===== src/rtl/dm_port_arbiter.sv =====
// Data-memory port arbiter: shares the single-port dm SRAM between the MEM-stage
// core port and the host load/dump port, with a starvation guarantee for the host.
module dm_port_arbiter #(
    parameter int ADDR_W     = 16,
    parameter int DATA_W     = 32,
    parameter int STARVE_MAX = 4
) (
    input  logic              clk,
    input  logic              rst,
    input  logic              halt,
    input  logic              core_req,
    input  logic [3:0]        core_we,
    input  logic [ADDR_W-1:0] core_addr,
    input  logic [DATA_W-1:0] core_wdata,
    output logic              core_stall,
    output logic [DATA_W-1:0] core_rdata,
    input  logic              host_valid,
    input  logic [3:0]        host_we,
    input  logic [ADDR_W-1:0] host_addr,
    input  logic [DATA_W-1:0] host_wdata,
    output logic              host_ready,
    output logic              host_rvalid,
    output logic [DATA_W-1:0] host_rdata,
    output logic              sram_en,
    output logic [3:0]        sram_we,
    output logic [ADDR_W-1:0] sram_addr,
    output logic [DATA_W-1:0] sram_wdata,
    input  logic [DATA_W-1:0] sram_rdata,
    output logic [15:0]       stall_cycles
);

    typedef enum logic [1:0] {RD_NONE, RD_CORE, RD_HOST} rd_owner_t;

    localparam logic [3:0] STARVE_LIM = 4'(STARVE_MAX);

    logic      host_grant;
    logic      core_grant;
    logic [3:0] starve_cnt;
    rd_owner_t rd_owner;
    rd_owner_t rd_owner_nxt;

    // Grants are suppressed during reset so nothing reaches the SRAM.
    always_comb begin
        host_grant = !rst && host_valid && (halt || !core_req || starve_cnt == STARVE_LIM);
        core_grant = !rst && core_req && !host_grant;
    end

    always_comb begin
        sram_en    = 1'b0;
        sram_we    = 4'h0;
        sram_addr  = core_addr;
        sram_wdata = core_wdata;
        if (host_grant) begin
            sram_en    = 1'b1;
            sram_we    = host_we;
            sram_addr  = host_addr;
            sram_wdata = host_wdata;
        end else if (core_grant) begin
            sram_en    = 1'b1;
            sram_we    = core_we;
        end
    end

    assign core_stall = !rst && core_req && !core_grant;
    assign host_ready = host_grant;

    always_ff @(posedge clk) begin
        if (rst)
            starve_cnt <= 4'd0;
        else if (host_grant || !host_valid)
            starve_cnt <= 4'd0;
        else if (starve_cnt != STARVE_LIM)
            starve_cnt <= starve_cnt + 4'd1;
    end

    always_ff @(posedge clk) begin
        if (rst)
            stall_cycles <= 16'd0;
        else if (core_stall && stall_cycles != 16'hFFFF)
            stall_cycles <= stall_cycles + 16'd1;
    end

    // Read-ownership tag: who the SRAM output belongs to this cycle.
    always_ff @(posedge clk) begin
        if (rst)
            rd_owner <= RD_NONE;
        else
            rd_owner <= rd_owner_nxt;
    end

    always_comb begin
        rd_owner_nxt = RD_NONE;
        if (host_grant && host_we == 4'h0)
            rd_owner_nxt = RD_HOST;
        else if (core_grant && core_we == 4'h0)
            rd_owner_nxt = RD_CORE;
    end

    // A read in flight when reset arrives never reports to the host.
    always_comb begin
        host_rvalid = (rd_owner == RD_HOST) && !rst;
        host_rdata  = sram_rdata;
        core_rdata  = sram_rdata;
    end

endmodule


===== config.mk =====
export PLATFORM = sky130hd
export DESIGN_NAME = dm_port_arbiter
export DESIGN_NICKNAME = d
export VERILOG_FILES = /design/src/rtl/dm_port_arbiter.sv
export SDC_FILE = /design/constraint.sdc
export NUM_CORES = 1
export LEC_CHECK = 0
export BUFFER_PORTS_ARGS = -buffer_cell sky130_fd_sc_hd__buf_2
export CAP_MARGIN = 20
export CORE_AREA = 2 2 107 109
export DETAILED_ROUTE_END_ITERATION = 6
export DIE_AREA = 0 0 109 111
export PLACE_DENSITY_LB_ADDON = 0.08
export SETUP_SLACK_MARGIN = 0.3
export SYNTH_ARGS = -nofsm -noshare
export SYNTH_HDL_FRONTEND = slang
export SYNTH_SLANG_ARGS = --single-unit

===== constraint.sdc =====
create_clock -name clk -period 2.54 [get_ports clk]
set_clock_uncertainty 0.2 [all_clocks]
set_input_delay 0.127 -clock clk [delete_from_list [all_inputs] [get_ports clk]]
set_output_delay 0.127 -clock clk [all_outputs]
set_load 0.02 [all_outputs]

Word level (Yosys, flattened, before mapping)
Cells that the tools add are included.
{"block": "totals", "output_inout_bits": 136, "reg_bits": 22, "in_bits": 141, "wordCells": 39}
{"block": "classes", "reduce_logical": 21, "eq_ne": 4, "n_mux": 8, "addsub": 2}
{"op": "$mux 32", "count": 1}
{"op": "$add 16x1->16 const B", "count": 1}
{"op": "$mux 16", "count": 1}
{"op": "$ne 16x16->1 const B", "count": 1}
{"op": "$logic_and 1x1->1", "count": 9}
{"op": "$logic_not 4->1", "count": 2}
{"op": "$mux 4", "count": 2}
{"op": "$logic_not 1->1", "count": 5}
{"op": "$add 4x1->4 const B", "count": 1}
{"op": "$eq 4x3->1 const B", "count": 1}
{"op": "$ne 4x3->1 const B", "count": 1}
{"op": "$reduce_or 2->1", "count": 2}
{"op": "$logic_or 1x1->1", "count": 3}
{"op": "$mux 1", "count": 3}
{"op": "$eq 2x2->1 const B", "count": 1}
{"op": "$mux 2", "count": 1}

Logic depth before layout (Yosys ltp)
{"block": "depth", "depth_word": 9, "mapped_depth": 8, "mapped_depth_nobuf": 7}

Least setup slack after synthesis
OpenSTA, ideal clock, no wires.
{"block": "synth_path", "kind": "register -> output", "start": "register starve_cnt[0]", "end": "output port sram_we[0]", "stages_incl_launch_ff": 8, "slack_ns": 0.274, "t_arrival_ns": 1.939, "required_time_ns": 2.213, "n_path_buf": 2, "cell_sequence": "dfxtp_1 inv_1 ha_1 and3b_1 o31a_1 buf_2 clkbuf_1 o21ai_0"}
{"block": "synth_via", "elab_chain_len": 7}
{"item": "from (decl)", "line": "38", "source": "logic [3:0] starve_cnt;"}
{"item": "from (signal assigned)", "line": "73", "source": "starve_cnt <= starve_cnt + 4'd1;"}
{"item": "$eq 4x3->1 (*)", "line": "44", "source": "host_grant = !rst && host_valid && (halt || !core_req || starve_cnt == STARVE_LIM);"}
{"item": "$logic_or 1x1->1 (*)", "line": "44"}
{"item": "$logic_and 1x1->1 (*)", "line": "44"}
{"item": "via host_ready", "line": "21", "source": "output logic host_ready,"}
{"item": "$logic_not 1->1", "line": "45", "source": "core_grant = !rst && core_req && !host_grant;"}
{"item": "$logic_and 1x1->1", "line": "45"}
{"item": "$mux 4", "line": "58", "source": "end else if (core_grant) begin"}
{"item": "$mux 4 (*)", "line": "53", "source": "if (host_grant) begin"}
{"item": "to (decl)", "line": "25", "source": "output logic [3:0] sram_we,"}
The timed path passes the listed nets; every way through them passes the cells marked *.

Final worst setup path
{"block": "layout_path", "start": "register starve_cnt[0]", "end": "output port sram_addr[0]"}
{"block": "layout_via", "elab_chain_len": 4}
{"item": "$eq 4x3->1", "line": "44"}
{"item": "$logic_or 1x1->1", "line": "44"}
{"item": "$logic_and 1x1->1", "line": "44"}
{"item": "$mux 16", "line": "53"}
{"item": "to (decl)", "line": "26", "source": "output logic [ADDR_W-1:0] sram_addr,"}
Every way passes these cells.

==> PnR_summary.wiki <==
{| class="wikitable"
! Metric !! Value
|-
| Reg-to-reg slack, setup || 0.42 ns
|-
| Grt ovf || 0
|-
| Maximum clock frequency || between 400 and 500 MHz
|-
| Area added between synthesis and finish || 56.96%
|-
| Number of I/O pins || between 200 and 300
|-
| Outcome || finished clean
|-
| Maximum number of pins on one net before global-route repair || 21
|-
| Clock sinks || 22
|-
| Crit start category || flip-flop
|-
| Relative slew margins || 0.7206
|-
| Maximum resistive drop on vdd || about 0.2 mV
|-
| Leading cell types by count after synthesis || 65 x buf_4, 48 x mux2_2, 22 x dfxtp_1
|-
| Die boundary height || approximately 110 µm
|-
| Final std cell area, no fill || 3472 µm²
|-
| Avg Vias per Cell || roughly 4.4
|-
| Distinct cells, synth || 42
|-
| Iter 0 DRT Violations || 53
|-
| Worst hold path startpoint || sram_rdata[12]
|-
| Count of cells along the worst register-to-register path || 9
|-
| Mean instance size in the synthesized netlist || 8.641 µm²
|-
| Width of the chip || 109 µm
|-
| Starting density of the core || 0.1997
|-
| Final Instance Count excl. Fillers || around 540
|-
| Critical Path End Type || primary output
|-
| FF-to-FF Start || starve_cnt[0]$_SDFFE_PP0N_
|-
| Clock period minus worst slack || ~2.3 ns
|-
| Setup TNS after final layout || 0 ns
|-
| Reg clk slew, reported paths || about 0.060 ns
|-
| RSZ-0062 raised after global routing || yes
|-
| Worst endpoint data arrival time || 2.01 ns
|-
| Worst endpoint required time || between 2 and 2.5 ns
|-
| Weighted congestion at the end of routability-driven global placement || just over 0.7
|-
| Layout cell share with drive strength beyond 1 || 0.6905
|-
| Most frequent cell after synthesis || buf_4
|-
| Final setup viols || 0
|-
| Final routed wire length divided by cell count || 17.67 µm
|-
| Port Buffers || 180
|-
| Critical R2R Capture || stall_cycles[9]$_SDFFE_PP0P_
|-
| Count of placed standard cells including taps || around 510
|-
| TritonCTS clock tree || built
|-
| DRT Pass-1 Iters || 4
|-
| Cell taking the most area after synthesis || mux2_2
|-
| Antenna violations before repair || 7
|-
| Slew Viols, Final || 0
|-
| Core region area || 11080 µm²
|-
| Minimum hold slack || 0.05401 ns
|-
| Latest clock arrival within the worst-skew pair || approximately 0.26 ns
|-
| Post-DRT Antenna Nets || 0
|-
| Slew @ Worst Pin || between 0.4 and 0.5 ns
|-
| Fraction of the yosys area taken by sequential cells || 0.1991
|-
| Number of rows in the core area || 39
|-
| First-pass GRT wire length || 12880 µm
|-
| Gate count after technology mapping || 256
|-
| Vias in the first global route || 2319
|-
| Top-area cell type share of the netlist area || 0.2443
|-
| HPWL after detailed placement || a little over 7000 µm
|-
| DRC || 0
|-
| #FFs+latches synth || 22
|-
| Leakage power || ~0.0016 µW
|-
| Number of cells on the worst hold path || 0
|-
| Max capacitance violation total || 0
|-
| Root buffer cell || clkbuf_16
|-
| Count of flip-flops with a built-in enable after synthesis || 0
|-
| Top cells by area in the synthesized netlist || mux2_2 24%, buf_4 22%, dfxtp_1 20%, a21oi_1 2.5%, nand2_1 2.4%
|-
| Fin nets || approximately 540
|-
| Mapped Area || 2212 µm²
|-
| Power density normalized to cell area || between 300 and 400 nW/µm²
|-
| Capture endpoint of the worst hold path || host_rdata[12]
|-
| Fill cell total of the finished layout || between 1000 and 1500
|-
| Proportion of synthesized flip-flops having asynchronous set or reset || 0
|-
| Hold Path Class || in -> out
|-
| Number of warning messages in the yosys log || 0
|-
| Via Count || between 2000 and 2500
|-
| Post-synthesis net count || 400
|-
| Type of the worst setup path || reg -> out
|-
| Overall global routing resource usage || 0.1398
|-
| Die ar. || approximately 12000 µm²
|-
| Post-place instance area || between 2000 and 3000 µm²
|-
| Total wirelength of the detailed-routed design || between 9000 and 10000 µm
|-
| Worst-path fanout max || 10
|-
| Ys flop type || dfxtp_1
|-
| Number of CTS-inserted buffers || 3
|-
| Total number of H-tree levels || 1
|-
| Maximum clock insertion buffer count || 2
|-
| Period Utilization, post-route || 0.9211
|-
| Final hold viol count || 0
|}
==> layout make-up <==
| cell class | instances | area [µm²] | share of cell area |
|---|---|---|---|
| Inverter | 6 | 22.52 | 0.006486 |
| Multi-Input combinational cell | 156 | 1318 | 0.3795 |
| Antenna cell | 2 | 5.005 | 0.001441 |
| Clock inverter | 1 | 30.03 | 0.008649 |
| Clock buffer | 3 | 75.07 | 0.02162 |
| Timing Repair Buffer | 203 | 1400 | 0.4032 |
| Tap cell | 143 | 178.9 | 0.05153 |
| Sequential cell | 22 | 442.9 | 0.1276 |
==> timing repair <==
item	in CTS	in global routing
endpoints found under the hold margin	2	0
setup endpoints to repair	53	56
pin swaps	1	1
resized for setup	44	46
hold buffers	4	0
buffers inserted	6	5
cloned	2	6
==> registers in the layout, indices dropped and copies added (netlist names) <==
name / flops
rd_owner: 2
starve_cnt: 4
stall_cycles: 16
==> placed cells by master, fill, tap and decap left out, drive strengths merged <==
cell type	Yosys	layout
and2	3	3
nand3	7	7
nor2	12	12
a21oi	11	11
a2111oi	2	2
o211ai	1	1
xor2	1	1
and3	2	2
diode	0	2
mux2	48	48
inv	6	6
or3	7	7
a31oi	1	1
dlygate4sd3	0	4
buf	72	195
o21ai	12	12
o2111ai	1	1
clkbuf	2	7
mux2i	1	1
o31a	1	2
nand4b	1	1
nor2b	2	2
ha	3	3
or4	2	2
o21bai	1	2
o31ai	3	3
nor3	1	1
nand3b	1	1
and3b	1	1
bufinv	0	1
nand4	2	2
xnor2	4	4
and4	4	4
nand2	14	14
nor4	2	2
a211oi	1	1
or2	1	1
dfxtp	22	22
nor3b	1	1
==> how the worst max path moves through the flow <==
stage | from | end | slack [ns] | cells after the start
global route | starve_cnt[0]$_SDFFE_PP0N_ | sram_addr[5] | 0.14 | 7
finish | starve_cnt[0]$_SDFFE_PP0N_ | sram_addr[0] | 0.20 | 7
floorplan | starve_cnt[0]$_SDFFE_PP0N_ | sram_we[0] | 0.27 | 7
global placement | starve_cnt[0]$_SDFFE_PP0N_ | sram_we[2] | 0.35 | 7
CTS | starve_cnt[0]$_SDFFE_PP0N_ | sram_addr[0] | 0.14 | 7
detailed placement | starve_cnt[0]$_SDFFE_PP0N_ | sram_addr[2] | 0.31 | 7
==> where the power goes <==
group | leakage, µW | internal (µW) | switching [µW]
registers | 0.000178 | 346 | 1.26
logic | 0.00137 | 251 | 224
clock network | 0.0000511 | 314 | 140
==> metal layers <==
metal	global-route usage	vias up	part of all wire
met3	0.07819	21	0.11
met5	0	-	0.0065
met4	0.02564	10	0.015
met1	0.1603	1066	0.38
met2	0.2277	135	0.49
li1	-	1118	-
==> stage by stage <==
step                total power (µW)  setup WS [ns]    util
global placement               723.9         0.3460  0.2513
global route                    1333         0.1414  0.3132
detailed placement             725.2         0.3146  0.2513
CTS                             1232         0.1449  0.2853
finish                          1277         0.2004  0.3135
floorplan                      700.7         0.2738       -
==> logic make-up after synthesis <==
family | after synthesis | share of synthesized area
AO/OA/AOI/OAI | 34 | 0.1046
XOR/XNOR | 5 | 0.01980
adder cells (fa/ha/maj) | 3 | 0.01697
buffers and inverters | 80 | 0.2528
flip-flops | 22 | 0.1991
multiplexers | 49 | 0.2489
AND/OR/NAND/NOR | 63 | 0.1578
==> critical path, stage by stage (launching register included) <==
cell	delay, ns
dfxtp_2	0.34
inv_2	0.05
ha_4	0.15
and3b_2	0.22
o31a_4	0.36
buf_12	0.17
mux2_2	0.29
buf_2	0.17
(Power assumes the default switching activity.)
